--- config.mk ---
export PLATFORM = sky130hd
export DESIGN_NAME = display_sequencer
export DESIGN_NICKNAME = d
export VERILOG_FILES = /design/src/rtl/display_sequencer.sv
export SDC_FILE = /design/constraint.sdc
export NUM_CORES = 1
export LEC_CHECK = 0
export ABC_CLOCK_PERIOD_IN_PS = 2850
export BUFFER_PORTS_ARGS = -buffer_cell sky130_fd_sc_hd__buf_4
export CAP_MARGIN = 15
export CORE_ASPECT_RATIO = 0.9
export CORE_MARGIN = 1.5
export CORE_UTILIZATION = 60
export CTS_BUF_LIST = sky130_fd_sc_hd__clkbuf_8
export DETAILED_ROUTE_END_ITERATION = 16
export PLACE_DENSITY = 0.8
export SYNTH_ARGS = -nofsm -noshare
export SYNTH_HDL_FRONTEND = slang
export SYNTH_SLANG_ARGS = --single-unit
--- constraint.sdc ---
create_clock -name in_clk -period 2.85 [get_ports in_clk]
set_input_delay 0.57 -clock in_clk [delete_from_list [all_inputs] [get_ports in_clk]]
set_output_delay 0.57 -clock in_clk [all_outputs]
set_load 0.01 [all_outputs]
--- src/rtl/display_sequencer.sv ---
`timescale 1ns/1ps
// display_sequencer
// Six-digit hex display and LED sequencer: programmable-rate tick divider,
// debounced run/pause and step buttons, and a run/pause state machine that
// steps a 4-bit base count up or down and toggles a blink latch.

// ButtonDebouncer: synchronises one raw active-low button, filters it and
// emits a one-cycle press pulse on each accepted 1->0 level change.
module ButtonDebouncer #(
  parameter int DEBOUNCE_CYCLES = 1_000_000
) (
  input  logic in_clk,
  input  logic in_reset_n,
  input  logic in_btn_n,
  output logic out_press
);

  localparam int CNT_W = $clog2(DEBOUNCE_CYCLES + 1);
  localparam logic [CNT_W-1:0] CNT_LIMIT = CNT_W'(DEBOUNCE_CYCLES);

  logic             r_sync1;
  logic             r_sync2;
  logic             r_level;
  logic             r_press;
  logic [CNT_W-1:0] r_count;
  logic             w_accept;

  // The level is accepted only after it has differed for the full count.
  assign w_accept = (r_sync2 != r_level) && (r_count == CNT_LIMIT);

  // Two-flop synchroniser for the asynchronous raw button.
  always_ff @(posedge in_clk or negedge in_reset_n) begin
    if (!in_reset_n) begin
      r_sync1 <= 1'b1;
      r_sync2 <= 1'b1;
    end else begin
      r_sync1 <= in_btn_n;
      r_sync2 <= r_sync1;
    end
  end

  // Stability counter, debounced level and press pulse (falling level only).
  always_ff @(posedge in_clk or negedge in_reset_n) begin
    if (!in_reset_n) begin
      r_count <= '0;
      r_level <= 1'b1;
      r_press <= 1'b0;
    end else begin
      r_press <= w_accept && !r_sync2;
      if (r_sync2 == r_level) begin
        r_count <= '0;
      end else if (w_accept) begin
        r_level <= r_sync2;
        r_count <= '0;
      end else begin
        r_count <= r_count + CNT_W'(1);
      end
    end
  end

  assign out_press = r_press;

endmodule

module display_sequencer #(
  parameter int CLK_HZ          = 50_000_000,
  parameter int DEBOUNCE_CYCLES = 1_000_000
) (
  input  logic        in_clk,
  input  logic        in_reset_n,
  input  logic [1:0]  in_rate,
  input  logic        in_dir,
  input  logic        in_run_btn_n,
  input  logic        in_step_btn_n,
  output logic [23:0] out_digits,
  output logic [9:0]  out_led,
  output logic        out_running,
  output logic        out_tick
);

  localparam int DIV_W = $clog2(CLK_HZ + 1);
  localparam logic [DIV_W-1:0] CLK_HZ_V = DIV_W'(CLK_HZ);

  typedef enum logic {
    PAUSE = 1'b0,
    RUN   = 1'b1
  } seqState_e;

  seqState_e        r_state;
  seqState_e        w_nextState;
  logic [1:0]       r_rate;
  logic [1:0]       r_ratePrev;
  logic [DIV_W-1:0] r_div;
  logic [DIV_W-1:0] w_divNext;
  logic [DIV_W-1:0] w_divisor;
  logic             w_terminal;
  logic             w_rateChange;
  logic             w_runPress;
  logic             w_stepPress;
  logic             w_advance;
  logic [3:0]       r_base;
  logic             r_blink;
  logic             r_tick;
  logic [23:0]      w_digits;

  ButtonDebouncer #(
    .DEBOUNCE_CYCLES(DEBOUNCE_CYCLES)
  ) u_runDebounce (
    .in_clk    (in_clk),
    .in_reset_n(in_reset_n),
    .in_btn_n  (in_run_btn_n),
    .out_press (w_runPress)
  );

  ButtonDebouncer #(
    .DEBOUNCE_CYCLES(DEBOUNCE_CYCLES)
  ) u_stepDebounce (
    .in_clk    (in_clk),
    .in_reset_n(in_reset_n),
    .in_btn_n  (in_step_btn_n),
    .out_press (w_stepPress)
  );

  // Divisor halves per rate step; terminal is the last count before wrap.
  assign w_divisor    = CLK_HZ_V >> r_rate;
  assign w_terminal   = (r_div == (w_divisor - DIV_W'(1)));
  assign w_rateChange = (r_rate != r_ratePrev);

  // Rate select is registered twice so a change can restart the divider.
  always_ff @(posedge in_clk or negedge in_reset_n) begin
    if (!in_reset_n) begin
      r_rate     <= 2'd0;
      r_ratePrev <= 2'd0;
    end else begin
      r_rate     <= in_rate;
      r_ratePrev <= r_rate;
    end
  end

  // State register and tick divider.
  always_ff @(posedge in_clk or negedge in_reset_n) begin
    if (!in_reset_n) begin
      r_state <= PAUSE;
      r_div   <= '0;
    end else begin
      r_state <= w_nextState;
      r_div   <= w_divNext;
    end
  end

  // Next state, next divider value and the advance decision.
  always_comb begin
    w_nextState = r_state;
    w_divNext   = '0;
    w_advance   = 1'b0;
    case (r_state)
      PAUSE: begin
        if (w_runPress) begin
          w_nextState = RUN;
        end else if (w_stepPress) begin
          w_advance = 1'b1;
        end
      end
      RUN: begin
        if (w_rateChange) begin
          w_divNext = '0;
        end else if (w_terminal) begin
          w_advance = 1'b1;
        end else begin
          w_divNext = r_div + DIV_W'(1);
        end
        if (w_runPress) begin
          w_nextState = PAUSE;
          w_divNext   = '0;
        end
      end
      default: begin
        w_nextState = PAUSE;
      end
    endcase
  end

  // Base count, blink latch and tick pulse all move on an advance.
  always_ff @(posedge in_clk or negedge in_reset_n) begin
    if (!in_reset_n) begin
      r_base  <= 4'd0;
      r_blink <= 1'b0;
      r_tick  <= 1'b0;
    end else begin
      r_tick <= w_advance;
      if (w_advance) begin
        r_base  <= in_dir ? (r_base - 4'd1) : (r_base + 4'd1);
        r_blink <= ~r_blink;
      end
    end
  end

  // Digit k shows base + 5 - k, so the top digit is the base itself.
  always_comb begin
    w_digits = '0;
    for (int k = 0; k < 6; k++) begin
      w_digits[4*k +: 4] = r_base + 4'(5 - k);
    end
  end

  assign out_digits  = w_digits;
  assign out_led     = {10{r_blink}};
  assign out_running = (r_state == RUN);
  assign out_tick    = r_tick;

endmodule

; ---- After elaboration in Yosys (flattened, before gate mapping)
; Cells that the tools add are included.
[totals]
regBits = 85
inputBits = 7
out_inout_bits = 36
[op_classes]
addsub = 10
n_eq_ne = 8
n_shift = 1
mux = 17
bitwise_logic = 4
reduce_logical = 8
[op_table]
columns = op, n
row1 = $mux W26, 4
row2 = $mux W20, 4
row3 = $add A20 B1 Y20 const B, 2
row4 = $eq A20 B20 Y1 const B, 2
row5 = $add A26 B1 Y26 const B, 1
row6 = $eq A26 B26 Y1, 1
row7 = $shr A26 B2 Y26 const A, 1
row8 = $sub A26 B1 Y26 const B, 1
row9 = $add A4 B2 Y4 const B, 2
row10 = $add A4 B3 Y4 const B, 2
row11 = $mux W1, 6
row12 = $add A4 B1 Y4 const B, 1
row13 = $logic_and A1 B1 Y1, 4
row14 = $mux W4, 1
row15 = $not A1 Y1, 4
row16 = $pmux W1 S2, 2
row17 = $reduce_and A2 Y1, 2
row18 = $sub A4 B1 Y4 const B, 1
row19 = $eq A1 B1 Y1, 2
row20 = $logic_not A1 Y1, 2
row21 = $ne A1 B1 Y1, 2
row22 = $ne A2 B2 Y1, 1

; ---- Longest topological paths before layout
[depth]
word_depth = 7
mapped_depth = 10
depth_no_buf = 8

; ---- Cells and area by module
; A second synthesis with hierarchy kept.
[hier_totals]
cells_unflattened = 482
area_unflattened_um2 = 4797.1
[modules_own_cells]
columns = module, n_inst, cells_each, area_each_um2
row1 = display_sequencer, 1, 256, 2404.8
row2 = ButtonDebouncer, 2, 113, 1196.1

; ---- Worst setup path before layout
; No wires, ideal clock.
[synth_path]
path_kind = register to register
from = register r_rate[0]
to = register r_div[17]
setup_time_ps = 121
arrival_time_ps = 2266
t_required_ps = 2729
slack_ps = 463
stages_incl_launch_ff = 11
period_less_slack_ps = 2387
cell_sequence = dfrtp_1 > clkbuf_2 > nand2b_1 > ha_1 > xnor2_1 > or4_4 > nor3_1 > nand3_1 > o21ai_2 > buf_2 > nor2_1
[synth_via]
elab_chain_len = 7
elab_cells_between_ends = 8
classes_between = 1 x add/sub / 2 x eq/ne / 1 x shift / 4 x mux
[synth_lines]
columns = element, line
row1 = from (decl), 91  ; logic [1:0] r_rate;
row2 = from (signal assigned), 135  ; r_rate <= in_rate;
row3 = $shr A26 B2 Y26, 125  ; assign w_divisor = CLK_HZ_V >> r_rate;
row4 = $sub A26 B1 Y26, 126  ; assign w_terminal = (r_div == (w_divisor - DIV_W'(1)));
row5 = $eq A26 B26 Y1, 126
row6 = $mux W26, 167  ; end else if (w_terminal) begin
row7 = $mux W26 *, 165  ; if (w_rateChange) begin
row8 = $mux W26 *, 172  ; if (w_runPress) begin
row9 = $mux W26 *, 156  ; case (r_state)
row10 = named net w_divNext[17], 94  ; logic [DIV_W-1:0] w_divNext;
row11 = to (signal assigned), 147  ; r_div <= w_divNext;
row12 = to (decl), 93  ; logic [DIV_W-1:0] r_div;
; Mark *: on every way through the listed nets, which the timed path passes. The rest lies on a longest branch.
; A chain may end at the register's enable or synchronous reset.

; ---- Final worst setup path
[layout_path]
from = register r_rate[0]
to = register r_base[1]
[layout_via]
elab_chain_len = 6
elab_cells_between_ends = 7
classes_between = 1 x add/sub / 2 x eq/ne / 1 x shift / 3 x mux
[layout_lines]
columns = element, line
row1 = $shr A26 B2 Y26, 125
row2 = $sub A26 B1 Y26, 126
row3 = $eq A26 B26 Y1, 126
row4 = $mux W1, 167
row5 = $mux W1 *, 165
row6 = $pmux W1 S2 *, 156
row7 = named net w_advance, 100  ; logic w_advance;
row8 = to (signal assigned), 192  ; r_base <= in_dir ? (r_base - 4'd1) : (r_base + 4'd1);
row9 = to (decl), 101  ; logic [3:0] r_base;
; Marked as above.

==> impl_results.md <==
* Post-CTS Hold Buffers at 0
* Starting DRT DRC Count at 213
* GRT Overall Usage at 22.7%
* Status: completed
* WP data required at 3.14 ns
* Routed vias at 3,374
* DRC violations left at 0
* Io pins at 43
* Gpl congestion at 0.889
* Drt wl/cell at 14.5 um
* TNS Setup at 0 ns
* CTS buffer count at 9
* Area grow syn2layout at 10.4%
* Register area share after synthesis at 46.2%
* Initial Utilization at 61.5%
* Fmax at 394 MHz
* Most common cell in the netlist: nor2_1
* Fin crit share at 89.1%
* Detailed Route WL at 8790 um
* CP Max Fanout at 11
* Post-CTS Repair Setup Buffers at 0
* CP max stage cell: dfrtp_1
* Hpwl dp at 6330 um
* Clock tree buffer depth at 2
* Slew @ Worst Pin at 0.721 ns
* EDFF count, synth at 0
* Worst-Skew Late Latency at 0.36 ns
* Routed Antenna Nets at 0
* First-pass GRT wire length at 14,500 um
* Gate Count Post-Synth at 475
* Kind of critical path: flop to flop
* Commonest cells in the netlist: nor2_1 (83), dfrtp_1 (79), xor2_1 (47)
* Slew Limit Headroom at 51.5%
* #FFs+latches synth at 85
* Slew Viols, Final at 0
* Pwr dens at 414 mW/mm2
* Die ar. at 0.00823 mm2
* Leak at 0.00220 uW
* CP Buf/Inv Count at 0
* Nets at 524
* Vias/cell at 5.58
* Leading area contributor after synthesis: dfrtp_1
* Ranking of synthesized cells by area: dfrtp_1 (43%), xor2_1 (8.9%), nor2_1 (6.7%)
* Primary FF master, synth: dfrtp_1
* Slowest stage delay, CP at 0.49 ns
* Count of final setup violators at 0
* Vias in the first global route at 3,196
* Max Clock Skew at 0.00658 ns
* Number of antenna violations at the first check in global routing at 0
* Synth top area share at 42.8%
* Crit. End Element: flop
* Cell variety after synth at 49
* Clk sinks at 85
* Core footprint at 0.00751 mm2
* CP delay by family, top: simple AND/OR/NAND/NOR gates
* Synth Warn # at 0
* Arr. time, crit path at 2.82 ns
* TritonRoute pass-1 iters at 5
* Fraction of registers with async set/reset at 100%
* RSZ-0062 raised after global routing: no
* Core Rows at 30
* Clock tree from TritonCTS: yes
* Die W at 95.5 um
* Clock transition at path regs at 0.09 ns
* Max_cap viols at 0
* Syn_nets at 495
* Post-CTS sizing at 0
* Clk root buf: clkbuf_8
* Final Critical Period at 2.54 ns
* CP Cell Sequence: nand2b_1 > ha_1 > xnor2_1 > or4_4 > nor4_4 > nand3_2 > o31ai_4 > mux2i_1
* Mapped cell area at 0.00462 mm2
* Peak VDD IR at 0.348 mV
* H-tree lvl count at 3
* Pin count of the biggest net entering global routing at 52
* Syn_area_per_cell at 9.72 um2
* CP Launch Type: flop
* Antenna diode count at 0
* Grt total ovfl at 0
* Layout cell share with drive strength beyond 1 at 15.9%
* Final hold violation count at 0
* Die height at 86.2 um
* PnR Total Power at 2110 uW
* HP Class: input port to asynchronous set/reset pin
* I/O Buffers at 42
==> cell usage in the layout (no fill, tap or decap), drive strengths merged, types with 6 or more instances in the layout <==
cell	n
dfrtp	79
buf	46
dfstp	6
xnor2	29
nand3	30
xor2	47
a21oi	6
and3	13
clkbuf	9
nand4	18
nand2	34
nor2	83
nor3	8
nor4	6
nor4b	7
ha	13
inv	16
==> final timing paths <==
path | from | end | slack (ns) | depth (start not counted)
max | r_rate[0] | r_base[1] | 0.31 | 8
min | in_reset_n | r_div[21] | 0.15 | 1
max reg2reg | r_rate[0] | r_base[1] | 0.31 | 8
min reg2reg | u_stepDebounce.r_sync1 | u_stepDebounce.r_sync2 | 0.36 | 0
max in group asynchronous | in_reset_n | u_runDebounce.r_sync1 | 2.03 | 2
min in group in_clk | in_run_btn_n | u_runDebounce.r_sync1 | 0.31 | 1
==> cell type report <==
type	count	area [um2]
multi-input combinational	350	2250
tap	96	120
clock inverter	7	57.6
sequential	85	2130
inverter	12	45.0
clock buffer	9	124
fill	605	2410
timing repair buffer	46	358
==> layer usage <==
metal | part of all wire (%) | wire [um] | track usage [%]
met4 | 1.4 | 119 | 6.82
met5 | 0 | 0 | 0
met3 | 5.3 | 463 | 6.23
met2 | 49 | 4350 | 37.8
met1 | 44 | 3860 | 28.8
==> state kept, by name, indices dropped and copies added, names as in the netlist, 2 cells and up <==
name	cells
r_div	26
u_stepDebounce.r_count	20
r_rate	2
u_runDebounce.r_count	20
r_ratePrev	2
r_base	4
==> stage by stage <==
| stage | cells | instance area [um2] | hold slack, ns | setup WS, ns | util (%) |
|---|---|---|---|---|---|
| 2_1_floorplan | 475 | 4620 | 0.274 | 0.463 | - |
| 3_3_place_gp | 589 | 4910 | 0.346 | 0.436 | 65.4 |
| 3_5_place_dp | 589 | 4910 | 0.347 | 0.322 | 65.4 |
| 4_1_cts | 605 | 5090 | 0.166 | 0.297 | 67.9 |
| 5_1_grt | 605 | 5090 | 0.181 | 0.172 | 67.9 |
| 6_report | 605 | 5090 | 0.155 | 0.312 | 67.9 |
==> where the power goes <==
group          internal [uW]  total [uW]  switching, uW
Sequential              1220        1230           14.9
Clock                    330         792            461
Combinational           29.3        84.5           55.2
==> worst register-to-register path: cells and delay by family (launching register included) <==
kind | cells | cell delay [ns]
adder cells (fa/ha/maj) | 1 | 0.30
flip-flops | 1 | 0.49
XOR/XNOR | 1 | 0.13
AO/OA/AOI/OAI | 1 | 0.32
AND/OR/NAND/NOR | 4 | 1.00
multiplexers | 1 | 0.22
==> kinds of logic after synthesis <==
kind of cell    count (synthesis)  synth area share [%]
compound gates                 24                  3.80
xor+xnor                       76                  14.4
fa+ha+maj                      13                  3.52
buf+inv                        40                  4.91
flops                          85                  46.2
mux                             6                  1.36
simple gates                  231                  25.8
No activity file was read; power rests on OpenSTA's default activity.
